**src/rtl/hilo_mdu_ctrl.sv**
```systemverilog
// hilo_mdu_ctrl: multiply-unit sequencer and owner of the architectural HI/LO pair.
// Issues registered operands to a one-cycle multiplier, waits for its ready pulse,
// then commits the product to HI/LO, accumulates it (MADD/MSUB) or returns the low
// word to the GPR file (MUL). Holds the pipeline while an operation is in flight.
module hilo_mdu_ctrl #(
   parameter logic [63:0] HILO_RESET = 64'd0
) (
   input  logic        clk,
   input  logic        rst,
   input  logic        op_valid,
   input  logic [3:0]  op,
   input  logic [31:0] rs_val,
   input  logic [31:0] rt_val,
   input  logic        flush,
   output logic        stall,
   output logic        gpr_valid,
   output logic [31:0] gpr_result,
   output logic [31:0] hi,
   output logic [31:0] lo,
   output logic [31:0] mul_a,
   output logic [31:0] mul_b,
   output logic        mul_sign,
   output logic        mul_start,
   input  logic [63:0] mul_result,
   input  logic        mul_ready
);

   // Operation encoding as presented by EX.
   localparam logic [3:0] OP_NOP   = 4'd0;
   localparam logic [3:0] OP_MULT  = 4'd1;
   localparam logic [3:0] OP_MULTU = 4'd2;
   localparam logic [3:0] OP_MADD  = 4'd3;
   localparam logic [3:0] OP_MADDU = 4'd4;
   localparam logic [3:0] OP_MSUB  = 4'd5;
   localparam logic [3:0] OP_MSUBU = 4'd6;
   localparam logic [3:0] OP_MUL   = 4'd7;
   localparam logic [3:0] OP_MTHI  = 4'd8;
   localparam logic [3:0] OP_MTLO  = 4'd9;

   // Sequencer states.
   localparam logic [2:0] ST_IDLE  = 3'd0;
   localparam logic [2:0] ST_WAIT  = 3'd1;
   localparam logic [2:0] ST_ACC   = 3'd2;
   localparam logic [2:0] ST_DONE  = 3'd3;
   localparam logic [2:0] ST_DRAIN = 3'd4;

   logic [2:0]  state_q,      state_d;
   logic [3:0]  op_q,         op_d;
   logic [63:0] hilo_q,       hilo_d;
   logic [63:0] prod_q,       prod_d;
   logic [31:0] mul_a_q,      mul_a_d;
   logic [31:0] mul_b_q,      mul_b_d;
   logic        mul_sign_q,   mul_sign_d;
   logic [31:0] gpr_result_q, gpr_result_d;

   logic op_is_mdu;      // op needs the multiplier (MULT .. MUL)
   logic op_is_signed;   // signed multiply flavour
   logic acc_is_add;     // latched op accumulates upward (MADD/MADDU)
   logic issue;          // an MDU op leaves IDLE this cycle

   // Decode the incoming op and the latched op.
   always_comb begin
      op_is_mdu    = (op >= OP_MULT) && (op <= OP_MUL);
      op_is_signed = (op == OP_MULT) || (op == OP_MADD) ||
                     (op == OP_MSUB) || (op == OP_MUL);
      acc_is_add   = (op_q == OP_MADD) || (op_q == OP_MADDU);
      issue        = (state_q == ST_IDLE) && op_valid && !flush && op_is_mdu;
   end

   // Next-state and datapath update for the sequencer and HI/LO.
   always_comb begin
      // NOTE: every variable driven here gets a default first, so no path leaves one unassigned and no latch is inferred.
      state_d      = state_q;
      op_d         = op_q;
      hilo_d       = hilo_q;
      prod_d       = prod_q;
      mul_a_d      = mul_a_q;
      mul_b_d      = mul_b_q;
      mul_sign_d   = mul_sign_q;
      gpr_result_d = gpr_result_q;

      case (state_q)
         ST_IDLE: begin
            if (op_valid && !flush) begin
               if (op_is_mdu) begin
                  mul_a_d    = rs_val;
                  mul_b_d    = rt_val;
                  mul_sign_d = op_is_signed;
                  op_d       = op;
                  state_d    = ST_WAIT;
               end else if (op == OP_MTHI) begin
                  hilo_d[63:32] = rs_val;
               end else if (op == OP_MTLO) begin
                  hilo_d[31:0] = rs_val;
               end
            end
         end

         ST_WAIT: begin
            if (flush) begin
               // A killed op writes nothing. If the product has not arrived yet the
               // multiplier will still pulse ready, so that pulse must be absorbed.
               state_d = mul_ready ? ST_IDLE : ST_DRAIN;
            end else if (mul_ready) begin
               prod_d = mul_result;
               case (op_q)
                  OP_MULT, OP_MULTU: begin
                     hilo_d  = mul_result;
                     state_d = ST_DONE;
                  end
                  OP_MUL: begin
                     gpr_result_d = mul_result[31:0];
                     state_d      = ST_DONE;
                  end
                  default: begin
                     state_d = ST_ACC;
                  end
               endcase
            end
         end

         ST_ACC: begin
            if (flush) begin
               state_d = ST_IDLE;
            end else begin
               // 64-bit modulo arithmetic: carry/borrow out of bit 63 is dropped.
               hilo_d  = acc_is_add ? (hilo_q + prod_q) : (hilo_q - prod_q);
               state_d = ST_DONE;
            end
         end

         ST_DONE: begin
            // op_valid still shows the instruction just completed, so it is ignored.
            state_d = ST_IDLE;
         end

         ST_DRAIN: begin
            if (mul_ready) begin
               state_d = ST_IDLE;
            end
         end

         default: begin
            state_d = ST_IDLE;
         end
      endcase
   end

   // Pipeline hold, multiplier start and GPR writeback strobe.
   always_comb begin
      stall     = issue ||
                  (state_q == ST_WAIT) ||
                  (state_q == ST_ACC) ||
                  ((state_q == ST_DRAIN) && op_valid);
      mul_start = (state_q == ST_WAIT);
      gpr_valid = (state_q == ST_DONE) && (op_q == OP_MUL);
   end

   // State registers with synchronous reset; a reset mid-operation abandons it.
   always_ff @(posedge clk) begin
      // NOTE: clocked state is assigned non-blocking so every flop samples the pre-edge values.
      if (rst) begin
         state_q      <= ST_IDLE;
         op_q         <= OP_NOP;
         hilo_q       <= HILO_RESET;
         prod_q       <= 64'd0;
         mul_a_q      <= 32'd0;
         mul_b_q      <= 32'd0;
         mul_sign_q   <= 1'b0;
         gpr_result_q <= 32'd0;
      end else begin
         state_q      <= state_d;
         op_q         <= op_d;
         hilo_q       <= hilo_d;
         prod_q       <= prod_d;
         mul_a_q      <= mul_a_d;
         mul_b_q      <= mul_b_d;
         mul_sign_q   <= mul_sign_d;
         gpr_result_q <= gpr_result_d;
      end
   end

   assign hi         = hilo_q[63:32];
   assign lo         = hilo_q[31:0];
   assign mul_a      = mul_a_q;
   assign mul_b      = mul_b_q;
   assign mul_sign   = mul_sign_q;
   assign gpr_result = gpr_result_q;

endmodule

```
**config.mk**
```make
export PLATFORM = sky130hd
export DESIGN_NAME = hilo_mdu_ctrl
export DESIGN_NICKNAME = d
export VERILOG_FILES = /design/src/rtl/hilo_mdu_ctrl.sv
export SDC_FILE = /design/constraint.sdc
export NUM_CORES = 1
export LEC_CHECK = 0
export CORE_MARGIN = 2
export CORE_UTILIZATION = 56
export CTS_BUF_LIST = sky130_fd_sc_hd__clkbuf_16
export DETAILED_ROUTE_END_ITERATION = 6
export PLACE_DENSITY = 0.87
export SETUP_SLACK_MARGIN = 0.2
export SLEW_MARGIN = 30
export SYNTH_ARGS = -nofsm -noshare
export SYNTH_HDL_FRONTEND = slang
export SYNTH_SLANG_ARGS = --single-unit
export TNS_END_PERCENT = 1
```
**constraint.sdc**
```tcl
create_clock -name clk -period 9.35 [get_ports clk]
set_input_delay 2.805 -clock clk [delete_from_list [all_inputs] [get_ports clk]]
set_output_delay 2.805 -clock clk [all_outputs]
set_load 0.01 [all_outputs]
```
# ---- Word level (Yosys, flattened, before mapping)
# Index checks and enable logic that the tools add are counted.
dict set report totals {
  register_bits 232
  latch_bits 0
  mem_bits_rw 0
  rom_bits 0
  inputBits 137
  out_inout_bits 164
  word_cells 86
  memories 0
}
dict set report op_classes {
  n_addsub 2
  mul 0
  div 0
  order_cmp 2
  n_eq_ne 27
  n_shift 0
  mux 20
  bitwise 1
  n_reduce_logical 25
}
# op count
set ops {}
lappend ops {{two-way mux 64 bit} 7}
lappend ops {{case mux 64 bit (3 select lines)} 1}
lappend ops {{two-way mux 32 bit} 3}
lappend ops {{adder 64 bit} 1}
lappend ops {{subtractor 64 bit} 1}
lappend ops {{two-way mux 3 bit} 6}
lappend ops {{equality test 4 x 3 -> 1 bit, second input constant} 4}
lappend ops {{equality test 4 x 2 -> 1 bit, second input constant} 3}
lappend ops {{inequality test 2 bit, second input constant} 6}
lappend ops {{case mux 3 bit (4 select lines)} 1}
lappend ops {{inequality test 2 x 1 -> 1 bit, second input constant} 5}
lappend ops {{AND reduction 9 bit} 1}
lappend ops {{equality test 4 x 1 -> 1 bit, second input constant} 2}
lappend ops {{equality test 4 bit, second input constant} 2}
lappend ops {{AND reduction 4 bit} 2}
lappend ops {{AND reduction 8 bit} 1}
lappend ops {{logical AND 1 bit} 7}
lappend ops {{logical OR 1 bit} 7}
lappend ops {{equality test 3 x 2 -> 1 bit, second input constant} 2}
lappend ops {{AND reduction 3 bit} 2}
lappend ops {{greater-or-equal comparator 4 x 1 -> 1 bit, second input constant} 1}
lappend ops {{<= comparator 4 x 3 -> 1 bit, second input constant} 1}
lappend ops {{equality test 3 x 1 -> 1 bit, second input constant} 1}
lappend ops {{equality test 3 bit, second input constant} 1}
lappend ops {{9 further kinds} 9}

# ---- Logic depth before layout (Yosys ltp)
# Gate-level depths: netlist of the first run.
dict set report logic_depth {
  depth_word 7
  ltp_mapped 21
  ltp_nobuf 21
}

# ---- Worst setup path after synthesis of the first run
# OpenSTA, ideal clock, no wires.
dict set report synth_path {
  kind {in2out}
  startpoint {input port op[3]}
  endpoint {output port stall}
  t_arrival_ns 3.653
  t_required_ns 6.545
  path_slack_ns 2.892
  cell_stages 3
  n_path_buf 0
  path_cell_list {nor4b_1 nor2_1 o32ai_1}
}
dict set report synth_between {
  elab_chain_cells 6
  elab_cells_between_ends 7
  classes_between {2 x order compare; 5 x reduce/logical}
}
# element line_no
set synth_lines {}
lappend synth_lines {{start, declared} 11} ;# input logic [3:0] op,
lappend synth_lines {{greater-or-equal comparator 4 x 1 -> 1 bit or <= comparator 4 x 3 -> 1 bit (tied branches)} 63} ;# op_is_mdu = (op >= OP_MULT) && (op <= OP_MUL);
lappend synth_lines {{logical AND 1 bit *} 63}
lappend synth_lines {{logical AND 1 bit *} 67} ;# issue = (state_q == ST_IDLE) && op_valid && !flush && op_is_mdu;
lappend synth_lines {{logical OR 1 bit *} 151} ;# stall = issue ||
lappend synth_lines {{logical OR 1 bit *} 152} ;# (state_q == ST_WAIT) ||
lappend synth_lines {{logical OR 1 bit *} 153} ;# (state_q == ST_ACC) ||
lappend synth_lines {{end, declared} 15} ;# output logic stall,
# Every way passes the cells marked *; elsewhere a longest branch is shown, timed or not.

# ---- Worst setup path in the final report of the first run
dict set report layout_path {
  startpoint {input port flush}
  endpoint {output port stall}
}
dict set report layout_between {
  elab_chain_cells 6
}
# element line_no
set layout_lines {}
lappend layout_lines {{start, declared} 14} ;# input logic flush,
lappend layout_lines {{logical NOT 1 bit} 67}
lappend layout_lines {{logical AND 1 bit (2 in a row)} 67}
lappend layout_lines {{logical OR 1 bit} 151}
lappend layout_lines {{logical OR 1 bit} 152}
lappend layout_lines {{logical OR 1 bit} 153}
# Every way passes these cells.

==> results.md, run 1 <==
* # port buffers at 300
* Post-CTS Setup Bufs at 0
* CTS max path bufs at 3
* First-pass GRT wire length at 77100 µm
* Most common flop cell mapped by yosys: dfxtp_1
* Reg-to-Reg End: hilo_q[63]
* GR Layer Usage met1 at 0.449
* Synth warn at 0
* Period utilization at 0.820
* Clock transition at path regs at 0.06 ns
* #FFs+latches synth at 232
* WHS Endpoint: mul_b[3]
* RSZ-0062 raised after global routing: false
* Worst skew pair latency at 0.54 ns
* Largest net degree at the start of global routing at 110
* WL final at 50400 µm
* Endpoints failing setup at 0
* Worst min path class: register to register
* Die ar. at 26500 µm²
* Seq/Total Area, Yosys at 0.329
* Root Buffer: clkbuf_16
* Cells after Synth at 1857
* Rows at 58
* Core ar. at between 20000 and 25000 µm²
* Synth-to-layout area growth at 27.5%
* Number of DRC markers in iteration 0 at 1715
* Run status: finished, violations left
* Final HPWL DP at 36300 µm
* Total track usage at 0.365
* Final ANT Viol Nets at 0
* Per-cell routed wire length at 20.8 µm
* Number of synthesized flops with an enable pin at 0
* Fraction of registers with async set/reset at 0
* Unique masters post-synth at 76
* Startpoint types: input pin
* Sw Ratio at 0.415
* Max Fclk at 130 MHz
* Sequential Power Share at 0.258
* Net Count, Synth at 2075
* Maximum vdd drop at 0.150 mV
* Max-Cap Viols at 0
* Pleak at 6.83 nW
* Final-stage net count at 2291
* Pwr/cell area at about 240 nW/µm²
* Die Y at 163 µm
* Crit path max fanout at 8
* Combinational fraction of design power at 0.508
* R2r setup slk at 2.68 ns
* Hold path start: mul_b[3]
* Synthesized cell area at 14100 µm²
* Grt total ovfl at 0
* Vias per inst at 6.29
* Worst Hold Depth at 2
* Tightest Pin Transition at 0.971 ns
* Number of global-route vias before repair at ~14000
* Setup TNS Final at 0 ns
* Fin. Hold Viols at 0
* ANT cells at 0
* Worst setup EP type: output port
* M2 GR Usage at 0.614
* Switching Power at 1.79 mW
* Fill cells at 1987
* Initial core utilization at 0.566
* Post-CTS resize count at 0
* Final setup margin at 1.68 ns
* Hold buffer count at cts at 0
* Final hold slack at 0.454 ns
* DRT Pass-1 Iters at 7
* Crit Reg-Reg Startpoint: prod_q[6]
* Slew Limit Fails at 0
* Chip width at 163 µm
* Failing checks: design-rule violations
* Vias at 15200
* Clock buffer count from CTS at 26
* Clock power share at 0.235
* I/O pin cnt at 301
* Global-route met3 utilization at 0.0787
* CTS sink cnt at 232
* Initial antenna violation count at 0
* Kind of critical path: input pin to output port
* Share of layout cells above drive strength 1 at 0.0344
* DRC Markers at 11
* Min cycle time layout at 7.67 ns
* CP required at 6.55 ns
* Place WS at 1.69 ns
* Clk_skew at 0.0113 ns
* CP arrival at between 4 and 5 ns
* TritonCTS clock tree: built
* GRT Max-Usage Layer: met2
* H-Tree Depth at 1
* Internal power at 2.53 mW
* Synth Area per Inst at 7.61 µm²
* GP Congestion at between 0.9 and 1
* Relative slew slack at 0.351
* Reg2Reg Depth at 17
logic make-up after synthesis:
logic type | count (synthesis) | synth area share
flops | 232 | 0.329
buf+inv | 147 | 0.0392
mux | 2 | 0.00142
simple gates | 685 | 0.214
fa+ha+maj | 81 | 0.0722
compound gates | 588 | 0.268
xor+xnor | 122 | 0.0769
how the worst max path moves through the flow:
stage,slack [ns],to,from
6_report,1.68,stall,flush
5_1_grt,1.50,stall,flush
4_1_cts,1.69,stall,flush
3_5_place_dp,1.69,stall,flush
3_3_place_gp,1.80,stall,flush
2_1_floorplan,2.89,stall,op[3]
placed cells by master (no fill, tap or decap), types with 40 or more instances in the layout:
| master | netlist | final |
|---|---|---|
| a21oi_1 | 279 | 279 |
| o21ai_0 | 43 | 43 |
| nand2_1 | 407 | 406 |
| dfxtp_1 | 232 | 232 |
| a211oi_1 | 56 | 56 |
| ha_1 | 80 | 80 |
| nor2_1 | 129 | 128 |
| xor2_1 | 51 | 51 |
| a21o_1 | 41 | 40 |
| clkdlybuf4s50_1 | 0 | 299 |
| xnor2_1 | 70 | 70 |
| a222oi_1 | 47 | 47 |
per-stage QoR:
stage / utilization / power (mW) / instances / area, µm²
finish: 0.722 / 4.32 / 2421 / 18000
global route: 0.722 / 4.56 / 2421 / 18000
CTS: 0.722 / 4.28 / 2421 / 18000
detailed placement: 0.689 / 3.26 / 2375 / 17200
global placement: 0.689 / 3.23 / 2375 / 17200
floorplan: - / 2.68 / 1857 / 14100
area by class of cell:
type / count / area [µm²] / share of cell area
Clock inverter: 19 / 156 / 0.00868
Inverter: 23 / 86.3 / 0.00479
Multi-Input combinational cell: 1478 / 8960 / 0.497
Tap cell: 330 / 413 / 0.0229
Timing Repair Buffer: 312 / 3090 / 0.172
Sequential cell: 232 / 4640 / 0.258
Clock buffer: 27 / 676 / 0.0375
cell usage after synthesis (5+ instances only):
cell | number | area [µm²]
or3_1 | 8 | 50.1
a21o_1 | 41 | 308
a221oi_1 | 9 | 78.8
clkbuf_1 | 119 | 447
ha_1 | 80 | 1000
o41ai_1 | 8 | 70.1
o21ai_1 | 9 | 45.0
dfxtp_1 | 232 | 4640
or4_1 | 7 | 52.6
and2_1 | 13 | 81.3
a222oi_1 | 47 | 470
xor2_1 | 51 | 447
a311oi_1 | 5 | 43.8
a211oi_1 | 56 | 420
nand3_1 | 13 | 65.1
nand2_1 | 407 | 1530
nor4_1 | 8 | 50.1
a31oi_1 | 12 | 75.1
nor3b_1 | 5 | 37.5
nor2_1 | 129 | 484
nand4_1 | 23 | 144
inv_1 | 21 | 78.8
o21a_1 | 14 | 105
o221ai_1 | 6 | 52.6
and3_1 | 8 | 50.1
nor2b_1 | 14 | 87.6
o21ai_0 | 43 | 215
o31ai_1 | 14 | 105
o21bai_1 | 7 | 52.6
a211o_1 | 6 | 52.6
nor3_1 | 25 | 125
xnor2_1 | 70 | 613
a21oi_1 | 279 | 1400
metal layers:
layer | up-vias | share of wire
li1 | 7082 | -
met1 | 7204 | 0.39
met2 | 802 | 0.47
met3 | 141 | 0.10
met4 | 0 | 0.045
met5 | - | 0
power by group through the flow:
| stage | combinational, mW | clock [mW] | sequential [mW] |
|---|---|---|---|
| after floorplan | 1.55 | 0 | 1.13 |
| after global placement | 2.10 | 0 | 1.13 |
| after detailed placement | 2.13 | 0 | 1.13 |
| after CTS | 2.15 | 1.02 | 1.11 |
| after global routing | 2.38 | 1.06 | 1.12 |
| final | 2.19 | 1.01 | 1.11 |
flip-flops by register name, indices dropped and copies added (netlist names):
signal / flops
prod_q: 64
mul_a: 32
hilo_q: 64
mul_b: 32
mul_sign: 1
state_q: 3
op_q: 4
gpr_result: 32
critical path, cell delays in order:
cell             delay, ns
clkdlybuf4s50_1       0.53
nor4b_1               0.57
nor2_1                0.12
o32ai_1               0.26
clkdlybuf4s50_1       0.59
No activity file was read; power rests on OpenSTA's default activity.
==> inputs of run 2 (changes only) <==
--- a/config.mk
+++ b/config.mk
@@ -6,10 +6,10 @@
 export NUM_CORES = 1
 export LEC_CHECK = 0
 export CORE_MARGIN = 2
-export CORE_UTILIZATION = 56
+export CORE_UTILIZATION = 52
 export CTS_BUF_LIST = sky130_fd_sc_hd__clkbuf_16
 export DETAILED_ROUTE_END_ITERATION = 6
-export PLACE_DENSITY = 0.87
+export PLACE_DENSITY = 0.81
 export SETUP_SLACK_MARGIN = 0.2
 export SLEW_MARGIN = 30
 export SYNTH_ARGS = -nofsm -noshare
==> constraint.sdc (replaced) <==
create_clock -name clk -period 7.55 [get_ports clk]
set_input_delay 2.265 -clock clk [delete_from_list [all_inputs] [get_ports clk]]
set_output_delay 2.265 -clock clk [all_outputs]
set_load 0.01 [all_outputs]
==> results.md, run 2 (synthesis results as in run 1) <==
* Initial antenna violation count at 0 (unchanged)
* Hold buffer count at cts at 0 (unchanged)
* CTS sink cnt at 232 (unchanged)
* TritonCTS clock tree: built
* Vias at 15100 (-0.55%)
* Largest regs: hilo_q (64), prod_q (64)
* Failing checks: design-rule violations
* Layout Cells excl Fill at 2434 (+0.54%)
* RSZ-0062 raised after global routing: false
* Max Fclk at 153 MHz
* Final-stage net count at 2294 (+0.13%)
* R2r setup slk at 1.42 ns (-1.26 ns)
* Switching Power at 2.25 mW (+25%)
* ANT cells at 0 (unchanged)
* CTS max path bufs at 3 (unchanged)
* # port buffers at 300 (unchanged)
* CP required at 5.29 ns (-1.26 ns)
* Vias per inst at 6.22 (-1.1%)
* Startpoint types: input pin
* Min cycle time layout at about 6.6 ns
* Critical-path cell with the highest stage delay: clkdlybuf4s50_1
* Kind of critical path: input pin to output port
* Die Y at 169 µm (+3.7%)
* Root Buffer: clkbuf_16
* Worst skew pair latency at 0.55 ns (about the same)
* WHS Endpoint: mul_a[4]
* DRC Markers at 2 (-9)
* Setup TNS Final at 0 ns (unchanged)
* Largest net degree at the start of global routing at 97 (-12%)
* Reg-to-Reg End: hilo_q[63]
* Relative slew slack at 0.309 (-0.0428)
* Sw Ratio at 0.418 (+0.00312)
* I/O pin cnt at 301 (unchanged)
* CP arrival at 4.29 ns (-0.57 ns)
* Maximum vdd drop at 0.210 mV (+40%)
* Post-CTS resize count at 0 (unchanged)
* GP Congestion at 0.947 (-3.3%)
* Placed cell count at 2389 (+0.59%)
* Core ar. at 26800 µm² (+7.4%)
* Initial core utilization at 0.527 (-0.0388)
* Max-Cap Viols at 0 (unchanged)
* Crit-path max cell delay at 0.59 ns (about the same)
* Rows at 60 (+3.4%)
* Sequential Power Share at 0.257 (about the same)
* Reg2Reg Depth at 18 (+1)
* Grt total ovfl at 0 (unchanged)
* Period utilization at 0.868
* Pwr/cell area at 297 nW/µm² (+24%)
* Most common cell after layout, fill and taps aside: nand2_1
* Hold path start: mul_a[4]
* Crit Reg-Reg Startpoint: prod_q[6]
* Internal power at 3.12 mW (+24%)
* Fin. Hold Viols at 0 (unchanged)
* Share of layout cells above drive strength 1 at 0.0382 (+0.00379)
* Cell mode on critical path: clkdlybuf4s50_1
* Per-cell routed wire length at 20.8 µm (+0.14%)
* Clock power share at 0.236 (about the same)
* Commonest non-fill, non-tap cells in the layout: nand2_1 (406), clkdlybuf4s50_1 (299), a21oi_1 (279)
* Worst min path class: register to register
* Final ANT Viol Nets at 0 (unchanged)
* Clk_skew at 0.00936 ns (-0.00195 ns)
* Pleak at 6.85 nW (+0.23%)
* Number of global-route vias before repair at 14500 (+0.83%)
* Worst setup EP type: output port
* Run status: finished, violations left
* Tightest Pin Transition at 1.03 ns (+0.0595 ns)
* Crit path max fanout at 8 (unchanged)
* Number of DRC markers in iteration 0 at 1565 (-8.7%)
* Total track usage at 0.346 (-0.0198)
* H-Tree Depth at 1 (unchanged)
* Fill cells at 2309 (+16%)
* Clock buffer count from CTS at 26 (unchanged)
* Chip width at 169 µm (+3.7%)
* Clock transition at path regs at 0.06 ns (about the same)
* Crit-path cells: clkdlybuf4s50_1, nor4b_1, nor2_1, o32ai_1, clkdlybuf4s50_1
* Endpoints failing setup at 0 (unchanged)
* Die ar. at 28500 µm² (+7.5%)
* Slew Limit Fails at 0 (unchanged)
* Worst Hold Depth at 2 (unchanged)
* Post-CTS Setup Bufs at 0 (unchanged)
* Synth-to-layout area growth at 27.9%
* First-pass GRT wire length at 78600 µm (+2.0%)
* Final HPWL DP at 36600 µm (+0.71%)
* DRT Pass-1 Iters at 7 (unchanged)
* WL final at 50700 µm (+0.67%)
* Combinational fraction of design power at 0.507 (about the same)
## run 2: changes by cell type in the layout (fill, tap and decap cells not counted)
cell,previous run,this run
and2_2,2,3
clkinv_16,0,1
inv_1,26,25
clkinv_2,2,5
clkbuf_16,27,26
and2_1,10,9
clkinv_1,9,5
buf_4,12,15
clkinvlp_4,1,2
## run 2: worst max-delay path by stage
stage           from  cells after the start  endpoint  slack, ns
2_1_floorplan  op[3]                      3     stall       2.17
3_3_place_gp   flush                      5     stall       1.04
3_5_place_dp   flush                      5     stall       1.01
4_1_cts        flush                      5     stall        1.0
5_1_grt        op[0]                      6     stall       0.82
6_report       flush                      5     stall       0.99
## run 2: stage by stage
step           worst slack [ns]  hold slack [ns]  power, mW  cell area (µm²)  utilization
2_1_floorplan              2.17            0.436       3.32            14100            -
3_3_place_gp               1.04            0.440       4.00            17200        0.643
3_5_place_dp               1.01            0.446       4.06            17200        0.643
4_1_cts                   0.999            0.455       5.33            18100        0.674
5_1_grt                   0.823            0.470       5.68            18100        0.674
6_report                  0.993            0.453       5.37            18100        0.674
## run 2: critical path, delay by kind of cell
family / cells / cell delay, ns
AOI/OAI and AO/OA: 1 / 0.25
and+or+nand+nor: 2 / 0.66
buffers and inverters: 2 / 1.11
## run 2: cell type report
class	count	area, µm²	share of cell area
timing repair buffer	315	3120	0.172
clock inverter	19	190	0.0105
multi-input combinational	1478	8960	0.496
inverter	23	86.3	0.00478
clock buffer	26	651	0.0360
tap	341	427	0.0236
sequential	232	4640	0.257
## run 2: power by group through the flow
stage               Combinational, mW  Sequential, mW  Clock (mW)
floorplan                        1.92            1.40           0
global placement                 2.61            1.40           0
detailed placement               2.65            1.40           0
CTS                              2.68            1.38        1.28
global route                     2.96            1.39        1.33
finish                           2.72            1.38        1.27
## run 2: layer usage
metal,up-vias,share of wire,wire length [µm],track usage
met5,-,0,0,0
met4,0,0.048,2410,0.152
met3,141,0.091,4600,0.0587
met2,724,0.46,23600,0.578
met1,7180,0.40,20200,0.439
li1,7101,-,-,-
==> inputs of run 3 (changes only) <==
--- a/config.mk
+++ b/config.mk
@@ -9,7 +9,7 @@
 export CORE_UTILIZATION = 52
 export CTS_BUF_LIST = sky130_fd_sc_hd__clkbuf_16
 export DETAILED_ROUTE_END_ITERATION = 6
-export PLACE_DENSITY = 0.81
+export PLACE_DENSITY_LB_ADDON = 0.05
 export SETUP_SLACK_MARGIN = 0.2
 export SLEW_MARGIN = 30
 export SYNTH_ARGS = -nofsm -noshare
==> results.md, run 3 (synthesis results as in run 1) <==
* M2 GR Usage at 0.590 (+0.0119)
* GRT Max-Usage Layer: met2
* I/O pin cnt at 301 (unchanged)
* Grt total ovfl at 0 (unchanged)
* Commonest non-fill, non-tap cells in the layout: nand2_1 (406), clkdlybuf4s50_1 (299), a21oi_1 (279)
* Worst skew pair latency at 0.57 ns (+0.02 ns)
* Sw Ratio at 0.428 (+0.00994)
* GP Congestion at 1.01 (+6.4%)
* Largest net degree at the start of global routing at 96 (-1.0%)
* Place WS at 0.952 ns (-0.0575 ns)
* Final setup margin at 0.956 ns (-0.0370 ns)
* Initial antenna violation count at 1 (+1)
* Pwr/cell area at 297 nW/µm² (-0.17%)
* Multi-input combinational cell area at 8950 µm² (about the same)
* Final HPWL DP at 37800 µm (+3.3%)
* Clock transition at path regs at 0.06 ns (about the same)
* CP required at 5.29 ns (about the same)
* Rows at 60 (unchanged)
* WL final at 52000 µm (+2.4%)
* H-Tree Depth at 1 (unchanged)
* Clock buffer count from CTS at 26 (unchanged)
* Kind of critical path: input pin to output port
* Max Fclk at 152 MHz (-0.56%)
* GR Layer Usage met1 at 0.444 (+0.00552)
* Fill cells at 2335 (+1.1%)
* Internal power at 3.05 mW (-2.2%)
* Chip width at 169 µm (unchanged)
* Crit-path max cell delay at 0.59 ns (about the same)
* Util after Layout at 0.672 (-0.00252)
* Die ar. at 28500 µm² (unchanged)
* Pleak at 6.83 nW (-0.24%)
* TritonCTS clock tree: built
* Post-CTS resize count at 0 (unchanged)
* Startpoint types: input pin
* Number of DRC markers in iteration 0 at 1467 (-6.3%)
* Initial core utilization at 0.527 (unchanged)
* Most common cell after layout, fill and taps aside: nand2_1
* Setup TNS Final at 0 ns (unchanged)
* Clk_skew at 0.0187 ns (+0.00932 ns)
* Cell mode on critical path: clkdlybuf4s50_1
* Period utilization at 0.873 (+0.00490)
* Core ar. at 26800 µm² (unchanged)
* Hold buffer count at cts at 0 (unchanged)
* CP arrival at 4.33 ns (+0.04 ns)
* Sequential Power Share at 0.258 (about the same)
* Slew Limit Fails at 0 (unchanged)
* Final hold slack at 0.451 ns (-0.00285 ns)
* Clock power share at 0.224 (-0.012)
* Final-stage net count at 2295 (+0.044%)
* Global-route met3 utilization at 0.0762 (+0.0175)
* # port buffers at 300 (unchanged)
* Worst setup EP type: output port
* Combinational fraction of design power at 0.518 (+0.011)
* Share of layout cells above drive strength 1 at 0.0387 (+0.000496)
* Crit-path cells: clkdlybuf4s50_1, nor4b_1, nor2_1, o32ai_1, clkdlybuf4s50_1
* First-pass GRT wire length at 80000 µm (+1.7%)
* Critical-path cell with the highest stage delay: nor4b_1
* RSZ-0062 raised after global routing: false
* PnR Total Power at 5.34 mW (-0.54%)
* Root Buffer: clkbuf_16
* CTS sink cnt at 232 (unchanged)
* Min cycle time layout at 6.59 ns (+0.0370 ns)
* Fin. Hold Viols at 0 (unchanged)
* Tightest Pin Transition at 0.875 ns (-0.156 ns)
* Maximum vdd drop at 0.181 mV (-14%)
* Crit path max fanout at 8 (unchanged)
* Vias at 15100 (-0.57%)
* R2r setup slk at 1.31 ns (-0.11 ns)
* Total track usage at 0.353 (+0.00721)
* Number of global-route vias before repair at 14700 (+0.91%)
* Vias per inst at 6.19 (-0.57%)
* CTS max path bufs at 3 (unchanged)
* Switching Power at 2.29 mW (+1.8%)
* DRC Markers at 9 (+7)
* Relative slew slack at 0.413 (+0.105)
* Final ANT Viol Nets at 0 (unchanged)
* Largest regs: hilo_q (64), prod_q (64)
* Worst min path class: register to register
* Per-cell routed wire length at 21.4 µm (+2.4%)
* Failing checks: design-rule violations
* Post-CTS Setup Bufs at 0 (unchanged)
* Max-Cap Viols at 0 (unchanged)
* Synth-to-layout area growth at 27.4%
* Run status: finished, violations left
* Die Y at 169 µm (unchanged)
* Endpoints failing setup at 0 (unchanged)
* FF/Latch Area at 4640 µm² (unchanged)
* DRT Pass-1 Iters at 7 (unchanged)
run 3: stage by stage:
| stage | area, µm² | cells |
|---|---|---|
| after floorplan | 14100 | 1857 |
| after global placement | 17200 | 2390 |
| after detailed placement | 17200 | 2390 |
| after CTS | 18000 | 2433 |
| after global routing | 18000 | 2434 |
| final | 18000 | 2434 |
run 3: power groups by stage:
| stage | Clock (mW) | Sequential, mW | Combinational, mW |
|---|---|---|---|
| global route | 1.25 | 1.39 | 3.00 |
| detailed placement | 0 | 1.40 | 2.70 |
| global placement | 0 | 1.40 | 2.66 |
| finish | 1.20 | 1.38 | 2.77 |
| CTS | 1.20 | 1.38 | 2.72 |
| floorplan | 0 | 1.40 | 1.92 |
run 3: final cells by class:
class                   count  area share
clock inverters            17     0.00653
flip-flops and latches    232       0.258
clock buffers              26      0.0361
diodes                      1    0.000139
well taps                 341      0.0237
inverters                  23     0.00479
multi-input cells        1478       0.497
repair buffers            316       0.174
run 3: critical path, delay by kind of cell:
family,cells,cell delay (ns)
AO/OA/AOI/OAI,1,0.25
buffers and inverters,2,1.10
AND/OR/NAND/NOR,2,0.71
run 3: path summary, 6_finish.rpt:
| path | from | to | cells past startpoint |
|---|---|---|---|
| setup / recovery | flush | stall | 5 |
| hold / removal | mul_b[16] | mul_b[16] | 2 |
| setup reg to reg | prod_q[6] | hilo_q[63] | 18 |
| hold reg to reg | mul_b[16] | mul_b[16] | 2 |
run 3: metal layers:
layer	routed length (µm)	part of all wire
met4	2070	0.040
met3	4610	0.089
met5	0	0
met2	24400	0.47
met1	20900	0.40
